`src/rtl/mem_port_arb_pkg.sv`:
```
// Shared types and constants for the IF/M memory port arbiter.
package mem_port_arb_pkg;

  localparam int unsigned RegW  = 64;
  localparam int unsigned InstW = 32;
  localparam int unsigned MaskW = 8;
  localparam int unsigned CntW  = 8;

  localparam logic [RegW-1:0] ZeroWord = '0;

  typedef enum logic [1:0] {
    StIdle = 2'd0,
    StReq  = 2'd1,
    StResp = 2'd2,
    StDone = 2'd3
  } arb_state_e;

  typedef enum logic {
    OwnIf = 1'b0,
    OwnM  = 1'b1
  } owner_e;

  // Pick the 32-bit instruction half of a 64-bit bus word.
  function automatic logic [InstW-1:0] sel_inst(input logic [RegW-1:0] word, input logic hi);
    return hi ? word[63:32] : word[31:0];
  endfunction

endpackage

```
`src/rtl/mem_port_arb.sv`:
```
// Single shared memory port sequencer for instruction fetch and the memory stage.
// One transaction in flight; M has priority over IF; watchdog bounds the response wait.
module mem_port_arb
  import mem_port_arb_pkg::*;
#(
  parameter int unsigned TIMEOUT = 255
) (
  input  logic             clk,
  input  logic             rst,
  input  logic             if_req,
  input  logic [RegW-1:0]  if_addr,
  output logic             if_done,
  output logic [InstW-1:0] if_rdata,
  output logic             if_err,
  input  logic             m_req,
  input  logic             m_we,
  input  logic [RegW-1:0]  m_addr,
  input  logic [RegW-1:0]  m_wdata,
  input  logic [MaskW-1:0] m_wmask,
  output logic             m_done,
  output logic [RegW-1:0]  m_rdata,
  output logic             m_err,
  output logic             stall_if,
  output logic             stall_m,
  output logic             bus_valid,
  input  logic             bus_ready,
  output logic             bus_we,
  output logic [RegW-1:0]  bus_addr,
  output logic [RegW-1:0]  bus_wdata,
  output logic [MaskW-1:0] bus_wmask,
  input  logic             bus_resp_valid,
  input  logic [RegW-1:0]  bus_rdata
);

  localparam bit             WdogEn      = (TIMEOUT != 0);
  localparam logic [CntW-1:0] TimeoutLast = CntW'(TIMEOUT - 1);

  arb_state_e       state_q, state_d;
  owner_e           owner_q, owner_d;
  logic [CntW-1:0]  cnt_q, cnt_d;
  logic             bus_valid_q, bus_valid_d;
  logic             bus_we_q, bus_we_d;
  logic [RegW-1:0]  bus_addr_q, bus_addr_d;
  logic [RegW-1:0]  bus_wdata_q, bus_wdata_d;
  logic [MaskW-1:0] bus_wmask_q, bus_wmask_d;
  logic             if_done_q, if_done_d;
  logic             m_done_q, m_done_d;
  logic [InstW-1:0] if_rdata_q, if_rdata_d;
  logic [RegW-1:0]  m_rdata_q, m_rdata_d;
  logic             if_err_q, if_err_d;
  logic             m_err_q, m_err_d;
  logic             wdog_fire;

  assign wdog_fire = WdogEn && (cnt_q == TimeoutLast);

  always_ff @(posedge clk or posedge rst) begin
    if (rst) begin
      state_q <= StIdle;
    end else begin
      state_q <= state_d;
    end
  end

  always_comb begin
    state_d = state_q;
    unique case (state_q)
      StIdle: if (m_req || if_req) state_d = StReq;
      StReq:  if (bus_ready) state_d = StResp;
      StResp: if (bus_resp_valid || wdog_fire) state_d = StDone;
      StDone: state_d = StIdle;
      default: state_d = StIdle;
    endcase
  end

  // Datapath next-state; done pulses are registered so they line up with StDone.
  always_comb begin
    owner_d     = owner_q;
    cnt_d       = cnt_q;
    bus_valid_d = bus_valid_q;
    bus_we_d    = bus_we_q;
    bus_addr_d  = bus_addr_q;
    bus_wdata_d = bus_wdata_q;
    bus_wmask_d = bus_wmask_q;
    if_done_d   = 1'b0;
    m_done_d    = 1'b0;
    if_rdata_d  = if_rdata_q;
    m_rdata_d   = m_rdata_q;
    if_err_d    = if_err_q;
    m_err_d     = m_err_q;
    unique case (state_q)
      StIdle: begin
        if (m_req) begin
          owner_d     = OwnM;
          bus_valid_d = 1'b1;
          bus_we_d    = m_we;
          bus_addr_d  = m_addr;
          bus_wdata_d = m_wdata;
          bus_wmask_d = m_wmask;
        end else if (if_req) begin
          owner_d     = OwnIf;
          bus_valid_d = 1'b1;
          bus_we_d    = 1'b0;
          bus_addr_d  = if_addr;
          bus_wdata_d = ZeroWord;
          bus_wmask_d = '0;
        end
      end
      StReq: begin
        if (bus_ready) begin
          bus_valid_d = 1'b0;
          cnt_d       = '0;
        end
      end
      StResp: begin
        if (bus_resp_valid) begin
          if (owner_q == OwnM) begin
            m_rdata_d = bus_we_q ? ZeroWord : bus_rdata;
            m_err_d   = 1'b0;
            m_done_d  = 1'b1;
          end else begin
            if_rdata_d = sel_inst(bus_rdata, bus_addr_q[2]);
            if_err_d   = 1'b0;
            if_done_d  = 1'b1;
          end
        end else if (wdog_fire) begin
          if (owner_q == OwnM) begin
            m_rdata_d = ZeroWord;
            m_err_d   = 1'b1;
            m_done_d  = 1'b1;
          end else begin
            if_rdata_d = '0;
            if_err_d   = 1'b1;
            if_done_d  = 1'b1;
          end
        end else begin
          cnt_d = cnt_q + 1'b1;
        end
      end
      default: ;
    endcase
  end

  always_ff @(posedge clk or posedge rst) begin
    if (rst) begin
      owner_q     <= OwnIf;
      cnt_q       <= '0;
      bus_valid_q <= 1'b0;
      bus_we_q    <= 1'b0;
      bus_addr_q  <= '0;
      bus_wdata_q <= '0;
      bus_wmask_q <= '0;
      if_done_q   <= 1'b0;
      m_done_q    <= 1'b0;
      if_rdata_q  <= '0;
      m_rdata_q   <= '0;
      if_err_q    <= 1'b0;
      m_err_q     <= 1'b0;
    end else begin
      owner_q     <= owner_d;
      cnt_q       <= cnt_d;
      bus_valid_q <= bus_valid_d;
      bus_we_q    <= bus_we_d;
      bus_addr_q  <= bus_addr_d;
      bus_wdata_q <= bus_wdata_d;
      bus_wmask_q <= bus_wmask_d;
      if_done_q   <= if_done_d;
      m_done_q    <= m_done_d;
      if_rdata_q  <= if_rdata_d;
      m_rdata_q   <= m_rdata_d;
      if_err_q    <= if_err_d;
      m_err_q     <= m_err_d;
    end
  end

  assign bus_valid = bus_valid_q;
  assign bus_we    = bus_we_q;
  assign bus_addr  = bus_addr_q;
  assign bus_wdata = bus_wdata_q;
  assign bus_wmask = bus_wmask_q;
  assign if_done   = if_done_q;
  assign m_done    = m_done_q;
  assign if_rdata  = if_rdata_q;
  assign m_rdata   = m_rdata_q;
  assign if_err    = if_err_q;
  assign m_err     = m_err_q;
  assign stall_if  = if_req & ~if_done_q;
  assign stall_m   = m_req & ~m_done_q;

endmodule

```
`config.mk`:
```
export PLATFORM = sky130hd
export DESIGN_NAME = mem_port_arb
export DESIGN_NICKNAME = d
export VERILOG_FILES = /design/src/rtl/mem_port_arb_pkg.sv /design/src/rtl/mem_port_arb.sv
export SDC_FILE = /design/constraint.sdc
export NUM_CORES = 1
export LEC_CHECK = 0
export ABC_AREA = 1
export CAP_MARGIN = 5
export CORE_AREA = 2 2 200 202
export DETAILED_ROUTE_END_ITERATION = 16
export DIE_AREA = 0 0 202 204
export HOLD_SLACK_MARGIN = 0.03
export SKIP_CTS_REPAIR_TIMING = 1
export SYNTH_ARGS = -nofsm -noshare
export SYNTH_HDL_FRONTEND = slang
export SYNTH_SLANG_ARGS = --single-unit
```
`constraint.sdc`:
```
create_clock -name clk -period 23.2 [get_ports clk]
set_clock_uncertainty 0.1 [all_clocks]
set_input_delay 3.48 -clock clk [delete_from_list [all_inputs] [get_ports clk]]
set_output_delay 3.48 -clock clk [all_outputs]
set_load 0.02 [all_outputs]
```
# [Word level (Yosys, flattened, before mapping)]
# Index checks and enable logic that the tools add are counted.
[op_classes] addsub=1 n_mux=47 eq_ne=10 bitwise=5 n_reduce_logical=13
[ops] op="$mux W64" count=9
[ops] op="$mux W32" count=5
[ops] op="$mux W8" count=5
[ops] op="$mux W1" count=22
[ops] op="$pmux W8 S2" count=1
[ops] op="$reduce_and A3 Y1" count=4
[ops] op="$ne A2 B2 Y1 const B" count=5
[ops] op="$add A8 B1 Y8 const B" count=1
[ops] op="$eq A8 B8 Y1 const B" count=1
[ops] op="$pmux W2 S4" count=1
[ops] op="$reduce_bool A2 Y1" count=4
[ops] op="$mux W2" count=3
[ops] op="$eq A2 B2 Y1 const B" count=2
[ops] op="$reduce_and A4 Y1" count=1
[ops] op="$ne A3 B3 Y1 const B" count=1
[ops] op="$not A1 Y1" count=3
[ops] op="$and A1 B1 Y1" count=2
[ops] op="$eq A2 B1 Y1 const B" count=1
[ops] op="$logic_not A2 Y1" count=1
[ops] op="$logic_or A1 B1 Y1" count=2
[ops] op="$pmux W1 S2" count=1
[ops] op="$reduce_and A2 Y1" count=1
[totals] regBits=249 out_inout_bits=240 input_bits=271

# [Depth between registers and ports, before layout]
# Gate-level depths: netlist (run 1).
[logic_depth] word_depth=4 depth_mapped=11 depth_no_buf=10

# [Worst setup path after synthesis (run 1)]
# OpenSTA, ideal clock, no wires.
[synth_path] path_type="input to output" startpoint="in m_req" endpoint="out stall_m" arrival_time_ns=3.991 path_slack_ns=15.629 path_stages=3 path_cell_list="inv_1 clkbuf_1 nor2_1"
[synth_between] elab_chain_len=1
[synth_rtl] item="start: declaration" line="mem_port_arb.sv:15" source="input logic m_req,"
[synth_rtl] item="$and A1 B1 Y1" line="mem_port_arb.sv:187" source="assign stall_m = m_req & ~m_done_q;"
[synth_rtl] item="end: declaration" line="mem_port_arb.sv:24" source="output logic stall_m,"
# Every way passes these cells.

# [Final worst setup path (run 1)]
# Ends and elaborated chain as after synthesis.

==> out/metrics.yaml, run 1 <==
finish:
  multi_input_area_um2: 4079
  area_delta_synth_final_pct: 58.64
  final_cells: 2262
  nNetsFinal: 1993
  stdcell_area_um2: 17150
  drive_gt1_share_pct: 6.920
  fill_cells: 3902
  ff_latch_area_um2: 6231
min_path:
  hold-path-endpoint: "bus_wdata[1]"
  hp-start: "bus_wdata[1]"
  hp-class: "register to register"
  hold_path_depth: 2
power:
  ir_drop_mv: 0.06978
  comb_power_share_pct: 49.4
  seqPwrFrac_pct: 32.0
  finalPower_uw: 2332
  p_leak_uw: 0.007533
  p_sw_share_pct: 40.40
  pwr-share-clk_pct: 18.6
  power.density_nw_per_um2: 136.0
  internal-power_uw: 1390
  netSwitchingPower_uw: 942.3
yosys:
  synth-seq-cells: 249
  synth_warnings: 0
  synthAdderAreaFrac_pct: 0.5788
  ys_seq_area_share_pct: 57.65
  yosys.area_share.simple_pct: 25.83
  ys_types: 27
  muxShareOfSynthArea_pct: 0.09261
  synth_compound_area_share_pct: 11.13
  synth_area_um2: 10810
  synth-xor-area-share_pct: 0
  avgSynthCellArea_um2: 8.646
  synth_nets: 1526
  synthCells: 1250
  synth_top_family_by_area: "simple AND/OR/NAND/NOR gates"
sta:
  slew_viol_final: 0
  tightest_slew_ns: 1.033
  tns_ns: 0
  period_share_pct: 36.22
  period_needed_ns: 8.403
  hold_violations: 0
  holdWs_ns: 0.3682
  fmax_ghz: 0.1190
  setup_violations: 0
  rsz0062_at_grt: "false"
  slew_headroom_pct: 31.08
worst_setup_path:
  crit_path_top_delay_cell: "clkdlybuf4s50_1"
  rr_startpoint: "state_q[0]"
  crit_arrival_ns: 4.82
  cp.depth: 4
  required_ns: 19.62
  reg2reg_to: "bus_addr[42]"
  crit_path_end_kind: "output pin"
  ff2ff_setup_slack_ns: 20.44
  path_buf_inv: 3
  crit_type: "input port to output pin"
  start_kind: "input port"
  path_cells: "buf_4 > inv_2 > nor2_1 > clkdlybuf4s50_1"
  critPathTopFamily: "buffers and inverters"
  max_stage_delay_ns: 0.64
  worstPathMaxFanout: 57
  reg2reg_depth: 6
detailed_routing:
  drc: 0
  avgRoutedWirePerCell_um: 17.96
  num_vias: 10329
  detail_route.vias_per_cell: 4.566
  first_pass_iters: 4
  totalWireLength_um: 40630
  drtIter0Drc: 581
  antenna_left: 0
die:
  placementRows: 73
  top_level_ports: 511
  core_area_um2: 39180
  die_h_um: 204
  start_util_pct: 27.58
  die-area_um2: 41210
  die_width_um: 202
placement:
  gp_congestion: 0.8704
  post-dp-hpwl_um: 28700
  dp.cells: 2211
  place_area_um2: 16250
  port_buffers: 510
cts:
  clk_pin_slew_worst_paths_ns: 0.06
  h-tree-depth: 1
  cts_tree: "built"
  clk_path_buf_depth: 3
  insertion_delay_ns: 0.55
  numCtsBuffers: 29
  cts_root_buf: "clkbuf_16"
  numClockSinks: 249
job:
  max-cap-violations: 0
global_route:
  grt_pass1_vias: 10293
  overflow: 0
  grt_pass1_wl_um: 62080
  antenna_found_initial: 4
  grt_max_degree: 107
  grt_usage_pct: 19.24
outcome:
  outcome: "completed"
-- worst max-delay path by stage --
stage | from | end
6_report | m_req | stall_m
5_1_grt | m_req | stall_m
4_1_cts | m_req | stall_m
3_5_place_dp | m_req | stall_m
3_3_place_gp | m_req | stall_m
2_1_floorplan | rst | bus_addr[0]
-- layout make-up --
class,count,area share [%]
Antenna cell,3,0.04379
Clock buffer,44,5.028
Clock inverter,4,0.1751
Inverter,23,0.5473
Multi-Input combinational cell,893,23.79
Sequential cell,249,36.34
Tap cell,525,3.831
Timing Repair Buffer,521,30.24
-- cell families after synthesis --
family	after synthesis
adders and majority gates	5
AOI/OAI and AO/OA	202
muxes	1
and+or+nand+nor	685
buffers and inverters	108
DFF	249
-- worst register-to-register path, stage by stage (launching register included) --
cell and delay [ns]:
dfrtp_1 0.39, inv_1 0.10, ha_2 0.19, inv_1 0.06, nor2_4 0.65, buf_4 0.86
a31oi_1 0.26
-- placed cells by master (no fill, tap or decap), types with 2 or more instances in the layout --
cell             instances
buf_4                   12
o21ai_2                 26
nor2_1                  81
clkbuf_1                 7
ha_1                     4
clkdlybuf4s50_1        509
diode_2                  3
nand2_1                482
nand3_1                 84
dfrtp_1                249
clkbuf_8                 8
nor2_4                   2
inv_2                    2
a21oi_1                  3
o21ai_0                 62
or2_2                   31
inv_1                   19
o21ai_1                 45
clkbuf_16               29
a31oi_1                 64
-- power groups by stage --
| stage | clock, µW | combinational (µW) | sequential, µW |
|---|---|---|---|
| finish | 434 | 1150 | 746 |
| global route | 466 | 1250 | 772 |
| CTS | 450 | 1170 | 746 |
| detailed placement | 0 | 1160 | 749 |
| global placement | 0 | 1160 | 743 |
| floorplan | 0 | 361 | 977 |
-- state kept, by name, summed over array words and instances, names as in the netlist --
name       cells
bus_wmask      8
if_done        1
owner_q        1
m_rdata       64
bus_addr      64
m_done         1
bus_valid      1
if_err         1
m_err          1
bus_wdata     64
state_q        2
bus_we         1
if_rdata      32
cnt_q          8
-- synth_stat cells, drive strengths merged --
library cell / instances / area, µm²
nor3b: 1 / 7.510
nand2: 483 / 1821
nor3: 1 / 5.000
or2: 31 / 193.9
mux2i: 1 / 10.01
a31oi: 64 / 400.4
o21ai: 133 / 763.2
nand3: 86 / 447.9
ha: 5 / 62.56
buf: 36 / 240.2
inv: 22 / 82.58
clkbuf: 49 / 183.9
clkinv: 1 / 3.750
o21bai: 1 / 7.510
a21oi: 4 / 31.28
dfrtp: 249 / 6231
nor2: 83 / 316.6
-- metal layers --
layer / track usage (%) / part of all wire [%]
met1: 23.90 / 41
met2: 31.76 / 48
met3: 5.867 / 8.7
met4: 6.618 / 3.0
met5: 0 / 0.032
-- per-stage QoR --
stage / setup WS [ns] / util (%)
after floorplan: 12.78 / -
after global placement: 14.76 / 41.46
after detailed placement: 14.76 / 41.46
after CTS: 14.76 / 43.74
after global routing: 14.70 / 43.76
final: 14.80 / 43.76
No activity file was read; power rests on OpenSTA's default activity.
==> run 2, diff against run 1 <==
--- a/config.mk
+++ b/config.mk
@@ -7,9 +7,9 @@
 export LEC_CHECK = 0
 export ABC_AREA = 1
 export CAP_MARGIN = 5
-export CORE_AREA = 2 2 200 202
+export CORE_AREA = 2 2 197 199
 export DETAILED_ROUTE_END_ITERATION = 16
-export DIE_AREA = 0 0 202 204
+export DIE_AREA = 0 0 199 201
 export HOLD_SLACK_MARGIN = 0.03
 export SKIP_CTS_REPAIR_TIMING = 1
 export SYNTH_ARGS = -nofsm -noshare
==> constraint.sdc (replaced) <==
create_clock -name clk -period 8.4 [get_ports clk]
set_clock_uncertainty 0.1 [all_clocks]
set_input_delay 1.26 -clock clk [delete_from_list [all_inputs] [get_ports clk]]
set_output_delay 1.26 -clock clk [all_outputs]
set_load 0.02 [all_outputs]
==> out/metrics.yaml, run 2 (same netlist as run 1, synthesis figures left out) <==
finish:
  drive_gt1_share_pct: 6.863  # -0.058 points
  nNetsFinal: 1992  # -0.050%
  fill_cells: 3740  # -4.2%
  stdcell_area_um2: 17130  # -0.11%
  post-route-util_pct: 44.94  # +1.2 points
  ff_latch_area_um2: 6231  # unchanged
  multi_input_area_um2: 4079  # unchanged
  most-common-layout-cells: "clkdlybuf4s50_1 (509), nand2_1 (482), dfrtp_1 (249)"
  final_common_cell: "clkdlybuf4s50_1"
  area_delta_synth_final_pct: 58.46
cts:
  numClockSinks: 249  # unchanged
  cts_root_buf: "clkbuf_16"
  cts_tree: "built"
  clk_pin_slew_worst_paths_ns: 0.06  # about the same
  h-tree-depth: 1  # unchanged
  numCtsBuffers: 29  # unchanged
  insertion_delay_ns: 0.55  # about the same
  clk_path_buf_depth: 3  # unchanged
sta:
  fmax_ghz: 0.2503
  setup_violations: 0  # unchanged
  period_share_pct: 47.57
  holdWs_ns: 0.3704  # +0.002183 ns
  slew_headroom_pct: 32.20  # +1.1 points
  tightest_slew_ns: 1.017  # -0.01553 ns
  slew_viol_final: 0  # unchanged
  hold_violations: 0  # unchanged
  tns_ns: 0  # unchanged
  period_needed_ns: 3.996
  rsz0062_at_grt: "false"
worst_setup_path:
  required_ns: 7.04  # -12.58 ns
  crit_path_end_kind: "output pin"
  critPathTopFamily: "buffers and inverters"
  max_stage_delay_ns: 0.66  # +0.02 ns
  crit_type: "input port to output pin"
  start_kind: "input port"
  path_cells: "buf_4 > inv_2 > nor2_1 > clkdlybuf4s50_1"
  path_buf_inv: 3  # unchanged
  crit_arrival_ns: 2.64  # -2.18 ns
  worstPathMaxFanout: 62  # +8.8%
  crit_path_top_delay_cell: "clkdlybuf4s50_1"
power:
  p_leak_uw: 0.007528  # about the same
  internal-power_uw: 3824  # +180%
  ir_drop_mv: 0.1870  # +170%
  pwr-share-clk_pct: 18.5  # about the same
  seqPwrFrac_pct: 32.2  # +0.2 points
  netSwitchingPower_uw: 2603  # +180%
  comb_power_share_pct: 49.4  # about the same
  power.density_nw_per_um2: 375.3  # +180%
  p_sw_share_pct: 40.51  # +0.11 points
detailed_routing:
  drtIter0Drc: 541  # -6.9%
  first_pass_iters: 6  # +2
  avgRoutedWirePerCell_um: 18.03  # +0.38%
  drc: 0  # unchanged
  totalWireLength_um: 40670  # +0.11%
  num_vias: 10295  # -0.33%
  antenna_left: 0  # unchanged
  detail_route.vias_per_cell: 4.563  # about the same
die:
  placementRows: 72  # -1.4%
  top_level_ports: 511  # unchanged
  start_util_pct: 28.36  # +0.78 points
  die_width_um: 199  # -1.5%
  die-area_um2: 40000  # -2.9%
  core_area_um2: 38110  # -2.7%
  die_h_um: 201  # -1.5%
global_route:
  antenna_found_initial: 4  # unchanged
  grt_pass1_vias: 10349  # +0.54%
  grt_max_degree: 146  # +36%
  grt_pass1_wl_um: 61420  # -1.1%
  overflow: 0  # unchanged
  grt_usage_pct: 19.90  # +0.67 points
placement:
  place_area_um2: 16240  # about the same
  gp_congestion: 0.8017  # -7.9%
  port_buffers: 510  # unchanged
  post-dp-hpwl_um: 28560  # -0.48%
job:
  max-cap-violations: 0  # unchanged
min_path:
  hp-class: "register to register"
outcome:
  outcome: "completed"
==> run 2: cell count changes in the layout (fill, tap and decap cells not counted) <==
cell      change
clkinv_4      -1
diode_2       +1
buf_12        +1
clkinv_2      +3
clkbuf_8      -2
buf_4         -2
clkbuf_1      +1
==> run 2: per-layer routing <==
metal	global-route usage, %	wire length [µm]
met5	0	13
met4	5.784	967
met3	6.754	4124
met2	34.10	19780
met1	23.53	15780
==> run 2: final cells by class <==
type | count | share of cell area [%]
Sequential cell | 249 | 36.38
Tap cell | 518 | 3.784
Antenna cell | 4 | 0.05845
Multi-Input combinational cell | 893 | 23.82
Inverter | 23 | 0.5479
Clock buffer | 43 | 4.895
Clock inverter | 6 | 0.2119
Timing Repair Buffer | 520 | 30.30
==> run 2: final timing paths <==
path / slack, ns / end / start / cells after the start
min reg2reg: 0.37 / bus_wdata[48] / bus_wdata[48] / 2
max: 4.40 / stall_m / m_req / 4
max in group asynchronous: 5.61 / if_rdata[12] / rst / 3
max reg2reg: 5.63 / bus_addr[0] / state_q[0] / 6
min: 0.37 / bus_wdata[48] / bus_wdata[48] / 2
min in group asynchronous: 1.13 / bus_wmask[3] / rst / 2
==> run 2: worst reg2reg max path, cell delays in order, from the launching register on <==
cell,delay (ns)
dfrtp_1,0.38
inv_1,0.11
ha_2,0.19
inv_1,0.06
nor2_4,0.60
buf_4,0.85
a31oi_1,0.32
==> run 2: metrics by stage <==
| step | total power, µW | instances | worst slack, ns |
|---|---|---|---|
| 2_1_floorplan | 3695 | 1250 | 0.1967 |
| 4_1_cts | 6507 | 2252 | 4.378 |
| 3_3_place_gp | 5248 | 2203 | 4.273 |
| 3_5_place_dp | 5283 | 2203 | 4.214 |
| 5_1_grt | 6842 | 2255 | 4.281 |
| 6_report | 6427 | 2256 | 4.404 |
==> run 2: power by group through the flow <==
stage | logic (µW) | registers (µW) | clock network (µW)
after detailed placement | 3210 | 2080 | 0
after floorplan | 997 | 2700 | 0
after global placement | 3180 | 2060 | 0
after CTS | 3210 | 2070 | 1220
final | 3170 | 2070 | 1190
after global routing | 3440 | 2130 | 1270
